### config.mk
export PLATFORM = sky130hd
export DESIGN_NAME = hdb3_encoder
export DESIGN_NICKNAME = d
export VERILOG_FILES = /design/src/rtl/hdb3_encoder.sv
export SDC_FILE = /design/constraint.sdc
export NUM_CORES = 1
export LEC_CHECK = 0
export BUFFER_PORTS_ARGS = -buffer_cell sky130_fd_sc_hd__buf_2
export CAP_MARGIN = 10
export CORE_MARGIN = 4
export CORE_UTILIZATION = 35
export CTS_CLUSTER_SIZE = 30
export DETAILED_ROUTE_END_ITERATION = 16
export HOLD_SLACK_MARGIN = 0.03
export SLEW_MARGIN = 20
export SYNTH_ARGS = -nofsm -noshare
export SYNTH_HDL_FRONTEND = slang
export SYNTH_SLANG_ARGS = --single-unit
export TNS_END_PERCENT = 30
### constraint.sdc
create_clock -name i_clk -period 2.9 [get_ports i_clk]
set_clock_uncertainty 0.05 [all_clocks]
set_input_delay 0.29 -clock i_clk [delete_from_list [all_inputs] [get_ports i_clk]]
set_output_delay 0.29 -clock i_clk [all_outputs]
set_load 0.03 [all_outputs]
### src/rtl/hdb3_encoder.sv
// Binary-to-HDB3 line encoder: 4-deep tag pipeline with 000V/B00V substitution,
// emitting registered dual-rail {plus, minus} symbols.
module hdb3_encoder (
    input  logic       i_clk,
    input  logic       i_rst,
    input  logic       i_en,
    input  logic       i_data,
    output logic [1:0] o_hdb3_code,
    output logic       o_valid,
    output logic       o_viol
);

    typedef enum logic [1:0] {
        T_ZERO = 2'd0,
        T_MARK = 2'd1,
        T_B    = 2'd2,
        T_V    = 2'd3
    } tag_t;

    tag_t       r_s0, r_s1, r_s2, r_s3;
    logic [1:0] r_zero_cnt;
    logic       r_parity;   // 1 = odd number of pulses since the last V
    logic       r_last;     // 1 = last pulse was plus
    logic [2:0] r_fill;

    logic       w_subst;
    tag_t       w_in_tag;
    tag_t       w_s3_next;
    logic [1:0] w_code;
    logic       w_viol;
    logic       w_last_next;
    logic       w_parity_next;
    logic [1:0] w_zero_cnt_next;

    always_comb begin
        w_code        = 2'b00;
        w_viol        = 1'b0;
        w_last_next   = r_last;
        w_parity_next = r_parity;
        case (r_s3)
            T_MARK, T_B: begin
                w_code        = r_last ? 2'b01 : 2'b10;
                w_last_next   = ~r_last;
                w_parity_next = ~r_parity;
            end
            T_V: begin
                w_code        = r_last ? 2'b10 : 2'b01;
                w_viol        = 1'b1;
                w_parity_next = 1'b0;
            end
            default: ;
        endcase

        // The parity after emitting old s3 is the effective parity for a
        // substitution decided on this same edge.
        w_subst   = !i_data && (r_zero_cnt == 2'd3);
        w_in_tag  = w_subst ? T_V : (i_data ? T_MARK : T_ZERO);
        w_s3_next = (w_subst && !w_parity_next) ? T_B : r_s2;

        if (i_data || w_subst) begin
            w_zero_cnt_next = 2'd0;
        end else begin
            w_zero_cnt_next = r_zero_cnt + 2'd1;
        end
    end

    always_ff @(posedge i_clk) begin
        if (i_rst) begin
            r_s0        <= T_ZERO;
            r_s1        <= T_ZERO;
            r_s2        <= T_ZERO;
            r_s3        <= T_ZERO;
            r_zero_cnt  <= '0;
            r_parity    <= 1'b0;
            r_last      <= 1'b0;
            r_fill      <= '0;
            o_hdb3_code <= '0;
            o_valid     <= 1'b0;
            o_viol      <= 1'b0;
        end else if (i_en) begin
            r_s0        <= w_in_tag;
            r_s1        <= r_s0;
            r_s2        <= r_s1;
            r_s3        <= w_s3_next;
            r_zero_cnt  <= w_zero_cnt_next;
            r_parity    <= w_parity_next;
            r_last      <= w_last_next;
            if (r_fill != 3'd4) begin
                r_fill <= r_fill + 3'd1;
            end
            o_hdb3_code <= w_code;
            o_valid     <= (r_fill >= 3'd3);
            o_viol      <= w_viol;
        end
    end

    always_ff @(posedge i_clk) begin
        assert (o_hdb3_code != 2'b11);
    end

endmodule

### After elaboration in Yosys (flattened, before gate mapping)

Index checks and enable logic that the tools add are counted.

| storage, ports and cells | value |
|---|---|
| register bits | 19 |
| latch bits | 0 |
| memory bits (writable) | 0 |
| ROM bits | 0 |
| output and inout bits | 4 |
| logic and storage cells | 38 |
| memories | 0 |

| cells by class | value |
|---|---|
| $add $sub $neg | 2 |
| $mul | 0 |
| divide/modulo/power cells | 0 |
| order comparisons | 1 |
| equal/unequal tests | 5 |
| shift-type cells | 0 |
| muxes and demuxes | 9 |
| bitwise logic cells | 2 |
| reduce and logical (&&, ||, !) cells | 8 |

Operators by type and width:

| kind | count |
|---|---|
| 2-bit 2-to-1 mux | 5 |
| 2-bit equality test, second input constant | 3 |
| 2-bit one-hot mux with 2 select lines | 1 |
| 2-bit AND reduction | 2 |
| 3-bit by 1-bit adder with 3-bit output, second input constant | 1 |
| 3-bit by 2-bit >= comparator with 1-bit output, second input constant | 1 |
| 3-bit inequality test, second input constant | 1 |
| 2-bit by 1-bit adder with 2-bit output, second input constant | 1 |
| 2-bit by 1-bit equality test with 1-bit output, second input constant | 1 |
| 1-bit logical AND | 2 |
| 1-bit logical NOT | 2 |
| 1-bit 2-to-1 mux | 2 |
| 1-bit NOT | 2 |
| 1-bit one-hot mux with 2 select lines | 1 |
| 2-bit OR reduction | 1 |
| 1-bit logical OR | 1 |

### Depth between registers and ports, before layout

Gate-level depths: netlist of run 1.

| logic depth | value |
|---|---|
| word-level depth | 6 |
| gate-level depth with buffers | 5 |
| depth with buffers taken out | 5 |

### Worst setup path after synthesis of run 1

Ideal clock, no wire load.

| path | value |
|---|---|
| path type | reg-to-reg |
| start point | register r_s3[0] |
| end point | register r_s3[0] |
| library setup time | 0.059 ns |
| arrival | 1.366 ns |
| required time | 2.791 ns |
| path slack | 1.425 ns |
| stages on the path, launching flop included | 6 |
| buffers on the path | 0 |
| clock period less this slack | 1.475 ns |
| path through | dfxtp_1 inv_1 ha_1 or3b_2 nand3_1 a41o_1 |

| on the way | value |
|---|---|
| word-level cells in the longest chain between the ends | 6 |
| elaborated cells on any way between the ends | 8 |
| those cells by class | eq/ne: 3; mux: 2; reduce/logical: 3 |

RTL lines:

| element | line | RTL |
|---|---|---|
| start: declaration | 20 | `tag_t r_s0, r_s1, r_s2, r_s3;` |
| start signal: assignment | 84 | `r_s3 <= w_s3_next;` |
| 2-bit by 1-bit equality test with 1-bit output or 2-bit equality test (tied branches) | 40 | `case (r_s3)` |
| 2-bit OR reduction | 40 |  |
| 1-bit one-hot mux with 2 select lines (*) | 40 |  |
| 1-bit logical NOT (*) | 58 | `w_s3_next = (w_subst && !w_parity_next) ? T_B : r_s2;` |
| 1-bit logical AND (*) | 58 |  |
| 2-bit 2-to-1 mux (*) | 58 |  |

Mark *: on every way between the ends. The rest lies on a longest branch, timed or not.
A chain may end at the register's enable or synchronous reset.

### Final worst setup path of run 1

Same ends and word-level chain as after synthesis.

==> results of run 1 <==
-- placed cells by master, fill, tap and decap left out, types with 3 or more instances in the layout --
master / count
dfxtp_1: 19
ha_1: 6
nor2_1: 16
clkbuf_4: 3
buf_2: 7
mux2i_1: 9
a211oi_1: 3
a21oi_1: 4
nand2_1: 3
inv_1: 6
-- cells in the mapped netlist (all sizes together) --
library cell	number
a2111oi	1
a211oi	3
a21boi	1
a21oi	4
a221oi	1
a41o	1
buf	2
clkbuf	2
dfxtp	19
ha	6
inv	7
mux2i	9
nand2	3
nand2b	1
nand3	2
nor2	16
nor2b	1
nor3	2
nor4b	1
o21ai	2
or3b	1
or4b	1
xnor2	1
xor2	1
-- power breakdown --
part	total (W)	switching, W	internal (W)	leakage (nW)
clock network	0.000130	0.0000764	0.0000535	0.0150
registers	0.000280	0.00000818	0.000272	0.155
logic	0.0000516	0.0000306	0.0000210	0.214
-- path summary, 6_finish.rpt --
check / end / cells after the start / from
worst max register to register: r_s3[0] / 5 / r_s3[0]
worst max-delay path: r_s3[0] / 5 / r_s3[0]
worst min-delay path: r_zero_cnt[0] / 4 / i_data
worst min register to register: r_zero_cnt[1] / 2 / r_zero_cnt[1]
-- kinds of logic after synthesis --
family | after synthesis | synth area share [%]
adder cells (fa/ha/maj) | 6 | 9.06
AO/OA/AOI/OAI | 13 | 10.6
buffers and inverters | 11 | 5.59
multiplexers | 9 | 10.9
flip-flops | 19 | 45.9
XOR/XNOR | 2 | 2.12
AND/OR/NAND/NOR | 28 | 15.9
-- cell type report --
class	instances	share of cell area, %
clock buffers	4	2.90
inverters	7	2.90
multi-input cells	58	44.4
flip-flops and latches	19	42.0
repair buffers	7	3.87
well taps	28	3.87
-- worst reg2reg max path: stages, from the launching register on --
cell and delay, ns:
dfxtp_1 0.34, inv_1 0.06, ha_1 0.35, or3b_2 0.46, nand3_1 0.13, a41o_1 0.18
-- registers in the layout (all words and copies together) (netlist names) --
name and flops:
r_s0 2, r_s3 2, r_fill 3, o_viol 1, r_zero_cnt 2, r_parity 1
r_last 1, o_hdb3_code 2, o_valid 1, r_s2 2, r_s1 2
-- stage by stage --
| stage | utilization (%) | instances |
|---|---|---|
| after global placement | 39.3 | 119 |
| after detailed placement | 39.3 | 119 |
| after floorplan | - | 88 |
| after CTS | 40.5 | 123 |
| final | 40.5 | 123 |
| after global routing | 40.5 | 123 |
-- metal layers --
| layer | GRT usage, % | vias up | wire, um |
|---|---|---|---|
| li1 | - | 316 | - |
| met1 | 9.86 | 254 | 609 |
| met2 | 15.5 | 8 | 607 |
| met3 | 4.14 | 2 | 73 |
| met4 | 2.03 | 0 | 10 |
| met5 | 0 | - | 0 |
==> flow_summary_export.csv, run 1 <==
group,metric,value,unit
routing,wirelength,1300,um
cts,cts_buffers,3,
grt,antenna_found_initial,0,
timing,drv_slew,0,
floorplan,die_w,56.6,um
timing,period_needed,1.61,ns
routing,drcViolationCount,0,
pwr,p_total,0.000462,W
timing,max_slew_margin,72.1,%
grt,overflow,0,
logic_synthesis,ys_types,26,
routing,first_pass_iters,2,
timing,fmax,622,MHz
timing,finalCritPeriodShare,55.5,%
grt,grt_pass1_wl,2250,um
logic_synthesis,yosysSeqAreaShare,45.9,%
logic_synthesis,synth_nets,98,
critical_path,critPathLaunchType,"flip-flop",
grt,grt_max_degree,22,
cts,cts.sink_count,19,
pwr,power_density,510,nW/um^2
placement,post-place-ws,1.33,ns
logic_synthesis,synth-seq-cells,19,
critical_path,regToRegSetupSlack,1.29,ns
routing,postRouteAntennaNets,0,
finish,fin_area,905,um^2
logic_synthesis,yosysTopAreaCellShare,45.9,%
routing,post_drt_wl_per_cell,10.6,um
critical_path,critPathMaxStageDelay,0.45,ns
critical_path,path_max_fanout,5,
critical_path,setup.worst_path.class,"reg2reg",
cts,tritoncts,"yes",
floorplan,core-area,2230,um^2
placement,dpl.hpwl,897,um
timing,setup_tns,0,ns
cts,clkLatencyLatePin,0.30,ns
floorplan,start_util,37.1,%
timing,rsz0062_at_grt,"no",
routing,drtIter0Drc,7,
timing,setup_viol,0,
placement,place_congestion,0.684,
placement,place_area,878,um^2
finish,num-fill-cells,248,
logic_synthesis,syn_avg_cell_area,9.41,um^2
cts,cts_root_buf,"clkbuf_4",
pwr,p_leak,0.384,nW
cts,cts-resized-gates,0,
min_path,hold_path_class,"in2reg",
timing,tightestPinTransition,0.419,ns
critical_path,cp_top_family,"simple AND/OR/NAND/NOR gates",
critical_path,critPathSlowestCell,"or3b_2",
floorplan,die_h,56.6,um
routing,vias,580,
logic_synthesis,synth_top_cell_by_area,"dfxtp_1",
outcome,status,"complete, no violations",
logic_synthesis,synth_area,828,um^2
floorplan,ios,8,
logic_synthesis,synth_area_leaders,"dfxtp_1, mux2i_1, ha_1",
timing,hold_ws,0.283,ns
finish,multi_input_comb_area,402,um^2
cts,htreeDepth,1,
timing,hold_viol_final,0,
logic_synthesis,syn_inst,88,
timing,worst_slack,1.29,ns
finish,fin_nets,106,
cts,cts_setup_buffers,0,
floorplan,die_area,3210,um^2
finish,n_antenna_cell,0,
critical_path,endpoint_kind,"flip-flop",
cts,holdBufCountCts,0,
routing,via_per_inst,4.72,
finish,area_growth,9.21,%
critical_path,worstPathCellList,"inv_1, ha_1, or3b_2, nand3_1, a41o_1",
grt,grt_pass1_vias,557,
logic_synthesis,yosysWarnings,0,
floorplan,rows,17,
pwr,peakVddDrop,0.333,mV
critical_path,required,3.08,ns
finish,regArea,380,um^2
job,cap_violations,0,
critical_path,cp.arrival,1.79,ns
critical_path,cp_num_buf_inv,1,
cts,clk_path_buf_depth,2,
grt,grt_usage,8.94,%
placement,portBuffers,7,
cts,clk_pin_slew,0.11,ns
finish,drive_gt1_share,12.6,%
Power figures use the tool's default switching activity.
==> run 2, diff against run 1 <==
- clock period: 2.9 -> 1.5 ns (I/O delays scaled with it)
==> run 2 against run 1 <==
Non-clock buffer count is 7 higher. Setup slack got worse by 1.3 ns. Worst hold slack lost 0.17 ns. Design area increased by 9.4%. Global-route usage is 1.7 points higher. Maximum frequency increased by 8.9%. Sequential share of layout area is 3.4 points lower.
==> flow_summary_export.csv, run 2 (synthesized netlist as in run 1, its figures left out) <==
group,metric,value,unit
outcome,status,"complete, no violations",
min_path,hold_end,"o_hdb3_code[0]",
routing,post_drt_wl_per_cell,11.8,um
critical_path,critPathMaxStageDelay,0.45,ns
finish,largest-register,"r_fill",
critical_path,critPathLaunchType,"flip-flop",
critical_path,worstPathCellList,"inv_1, ha_4, buf_4, or4b_4, a21oi_2",
finish,num-fill-cells,233,
cts,clk_pin_slew,0.11,ns
critical_path,required,1.69,ns
finish,fin_area,990,um^2
finish,layout_commonest_cell,"dfxtp_1",
placement,dpl.hpwl,978,um
job,cap_violations,0,
placement,place_area,893,um^2
critical_path,cp_num_buf_inv,2,
routing,drcViolationCount,0,
grt,grt_pass1_wl,2640,um
grt,antenna_found_initial,0,
timing,drv_slew,0,
routing,postRouteAntennaNets,0,
floorplan,die_area,3210,um^2
critical_path,regToRegSetupSlack,0.02,ns
critical_path,reg2regPathDepth,5,
timing,fmax,677,MHz
floorplan,core-area,2230,um^2
timing,finalCritPeriodShare,98.5,%
critical_path,path_max_fanout,2,
routing,vias,625,
finish,fin_util,44.3,%
timing,setup_viol,0,
grt,overflow,0,
cts,clkLatencyLatePin,0.30,ns
placement,place_congestion,0.721,
critical_path,endpoint_kind,"flip-flop",
grt,grt_pass1_vias,598,
pwr,p_leak,0.429,nW
finish,drive_gt1_share,26.5,%
finish,n_antenna_cell,0,
routing,via_per_inst,4.81,
grt,grt_max_degree,21,
finish,most-common-layout-cells,"dfxtp_1, nor2_1, mux2i_1, buf_2, buf_4",
floorplan,rows,17,
timing,rsz0062_at_grt,"yes",
floorplan,ios,8,
routing,wirelength,1530,um
placement,portBuffers,7,
floorplan,start_util,37.1,%
timing,setup_tns,0,ns
timing,hold_viol_final,0,
cts,clk_path_buf_depth,2,
routing,first_pass_iters,4,
cts,cts_root_buf,"clkbuf_4",
timing,period_needed,1.48,ns
finish,fin_nets,113,
min_path,whs_path_depth,2,
critical_path,worstReg2RegStart,"r_s3[0]",
timing,tightestPinTransition,0.369,ns
cts,tritoncts,"yes",
critical_path,cp.arrival,1.67,ns
cts,cts_buffers,3,
floorplan,die_w,56.6,um
pwr,peakVddDrop,0.631,mV
min_path,hold_path_class,"in2reg",
critical_path,critPathSlowestCell,"or4b_4",
routing,drtIter0Drc,3,
critical_path,cp_top_family,"simple AND/OR/NAND/NOR gates",
floorplan,die_h,56.6,um
cts,cts.sink_count,19,
min_path,hold_start,"i_en",
critical_path,setup.worst_path.class,"reg2reg",
critical_path,r2r-end,"r_parity",
timing,max_slew_margin,75.4,%
pwr,power_density,932,nW/um^2
finish,area_growth,19.5,%
grt,grt_usage,10.6,%
cts,htreeDepth,1,
finish,largest_reg_flops,3,
==> run 2: how the worst max path moves through the flow <==
stage                 start  endpoint  cells after the start
finish              r_s3[0]  r_parity                      5
global route        r_s3[0]  r_parity                      5
CTS                 r_s3[1]   r_s3[0]                      5
detailed placement  r_s3[0]   r_s3[0]                      5
global placement    r_s3[0]   r_s3[0]                      5
floorplan           r_s3[0]   r_s3[0]                      5
==> run 2: routing by layer <==
layer	share of wire (%)	GRT usage (%)	vias up
met4	1.3	4.07	0
met5	0	0	-
li1	-	-	327
met3	4.8	4.83	2
met2	46	16.3	10
met1	47	12.9	286
==> run 2: what timing repair did <==
action / 4_1_cts / 5_1_grt
gates resized for setup: 3 / 7
hold buffers: 0 / 0
endpoints found under the setup margin: 2 / 6
pin swaps: 1 / 0
buffers inserted: 3 / 2
==> run 2: cell type report <==
class / count / area [um^2] / share of cell area, %
Clock inverter: 1 / 5.00 / 0.506
Timing Repair Buffer: 14 / 87.6 / 8.85
Inverter: 7 / 26.3 / 2.65
Sequential cell: 19 / 383 / 38.7
Clock buffer: 3 / 22.5 / 2.28
Tap cell: 28 / 35.0 / 3.54
Multi-Input combinational cell: 58 / 430 / 43.5
==> run 2: metrics by stage <==
step                      power, W  instances  setup WS, ns  hold WS [ns]
after floorplan           0.000631         88        0.0251         0.284
after global placement    0.000654        121        0.0321         0.407
after detailed placement  0.000659        121       -0.0247         0.411
final                     0.000923        130        0.0232         0.112
after global routing      0.000982        130       -0.0426         0.118
after CTS                 0.000930        128        0.0101         0.103
==> run 2: power breakdown <==
part           leakage, nW  internal (W)  switching (W)
Clock               0.0177     0.0000994       0.000163
Combinational        0.256     0.0000525      0.0000649
Sequential           0.156      0.000526      0.0000164
Total                0.429      0.000678       0.000244
==> run 3, diff against run 2 <==
- SETUP_SLACK_MARGIN: default -> 0.15
- SLEW_MARGIN: 20 -> default
==> run 3 against run 2 <==
Die area stayed put. Highest routed layer unchanged. Combinational power hardly changed. Routed wire length is 5.1% lower. Flip-flop and latch count stayed put. Power hardly changed. Worst hold slack better by 0.016 ns. Setup slack better by 0.093 ns. Critical path depth stayed put.
==> flow_summary_export.csv, run 3 (synthesized netlist as in run 1, its figures left out) <==
group,metric,value,unit
floorplan,die_h,56.6,um
routing,first_pass_iters,4,
finish,area_growth,19.6,%
timing,hold_viol_final,0,
floorplan,die_area,3210,um^2
finish,largest-register,"r_fill",
grt,overflow,0,
grt,grt_usage,9.21,%
grt,grt_pass1_wl,2270,um
timing,fmax,723,MHz
cts,cts_root_buf,"clkbuf_4",
routing,wirelength,1450,um
routing,via_per_inst,4.74,
critical_path,setup.worst_path.class,"reg2reg",
min_path,hold_path_class,"in2reg",
timing,hold_ws,0.128,ns
finish,largest_reg_flops,3,
routing,post_drt_wl_per_cell,11.2,um
placement,portBuffers,7,
cts,clkLatencyLatePin,0.30,ns
routing,postRouteAntennaNets,0,
min_path,hold_start,"i_data",
floorplan,ios,8,
critical_path,worstReg2RegStart,"r_s3[1]",
placement,place_congestion,0.685,
job,cap_violations,0,
floorplan,die_w,56.6,um
pwr,p_leak,0.425,nW
grt,antenna_found_initial,0,
timing,period_needed,1.38,ns
critical_path,critPathLaunchType,"flip-flop",
timing,setup_tns,0,ns
cts,clk_path_buf_depth,2,
floorplan,core-area,2230,um^2
routing,drtIter0Drc,20,
timing,rsz0062_at_grt,"yes",
cts,cts.sink_count,19,
finish,drive_gt1_share,27.5,%
timing,drv_slew,0,
floorplan,start_util,37.1,%
timing,tightestPinTransition,0.352,ns
floorplan,rows,17,
cts,cts_buffers,3,
finish,fin_nets,113,
cts,clk_pin_slew,0.10,ns
finish,multi_input_comb_area,432,um^2
placement,dpl.hpwl,969,um
critical_path,path_max_fanout,3,
routing,drcViolationCount,0,
critical_path,startpoint,"r_s3[1]",
pwr,power_density,931,nW/um^2
cts,tritoncts,"yes",
routing,vias,616,
outcome,status,"complete, no violations",
cts,htreeDepth,1,
critical_path,required,1.69,ns
critical_path,endpoint_kind,"flip-flop",
finish,n_antenna_cell,0,
timing,setup_viol,0,
pwr,p_total,0.000922,W
grt,grt_max_degree,21,
pwr,peakVddDrop,0.652,mV
finish,most-common-layout-cells,"nor2_1, dfxtp_1, mux2i_1, buf_2, buf_4",
critical_path,cp.arrival,1.58,ns
timing,max_slew_margin,76.6,%
finish,regArea,384,um^2
grt,grt_pass1_vias,516,
finish,num-fill-cells,226,
timing,finalCritPeriodShare,92.3,%
finish,fin_util,44.4,%
run 3: stage by stage:
step,cell area [um^2],cells,setup WS [ns]
2_1_floorplan,850,88,0.156
3_3_place_gp,907,120,0.0984
3_5_place_dp,907,120,0.0510
4_1_cts,956,126,0.116
5_1_grt,991,130,0.0653
6_report,991,130,0.116
run 3: power breakdown:
part	internal (W)	leakage [nW]	switching [W]	total (W)
combinational	0.0000532	0.254	0.0000647	0.000118
clock	0.000104	0.0150	0.000156	0.000260
sequential	0.000527	0.156	0.0000178	0.000545
run 3: critical path, stage by stage (launching register included):
cell and delay (ns):
dfxtp_2 0.35, inv_2 0.05, ha_4 0.26, or3b_4 0.37
nand3_2 0.09, a41o_1 0.15
run 3: metal layers:
| layer | global-route usage [%] | wire [um] | vias to the layer above |
|---|---|---|---|
| met5 | 0 | 0 | - |
| met4 | 2.03 | 9 | 0 |
| met3 | 4.83 | 80 | 2 |
| met2 | 13.7 | 662 | 9 |
| met1 | 11.7 | 700 | 280 |
| li1 | - | - | 325 |
run 3: worst paths after layout:
| check | end | cells past startpoint | slack (ns) |
|---|---|---|---|
| worst max register to register | r_s3[0] | 5 | 0.12 |
| worst max-delay path | r_s3[0] | 5 | 0.12 |
| worst min-delay path | r_zero_cnt[1] | 4 | 0.13 |
| worst min register to register | r_zero_cnt[1] | 2 | 0.43 |
run 3: cell type report:
class	instances	share of cell area [%]
well taps	28	3.54
multi-input cells	58	43.6
flip-flops and latches	19	38.8
clock buffers	4	2.65
repair buffers	14	8.84
inverters	7	2.65
run 3: repair_timing:
item                       in CTS  in global routing
resized for setup               4                  2
setup endpoints to repair       6                  6
hold buffers                    0                  0
cloned                          0                  0
pin swaps                       2                  3
setup buffers                   2                  4
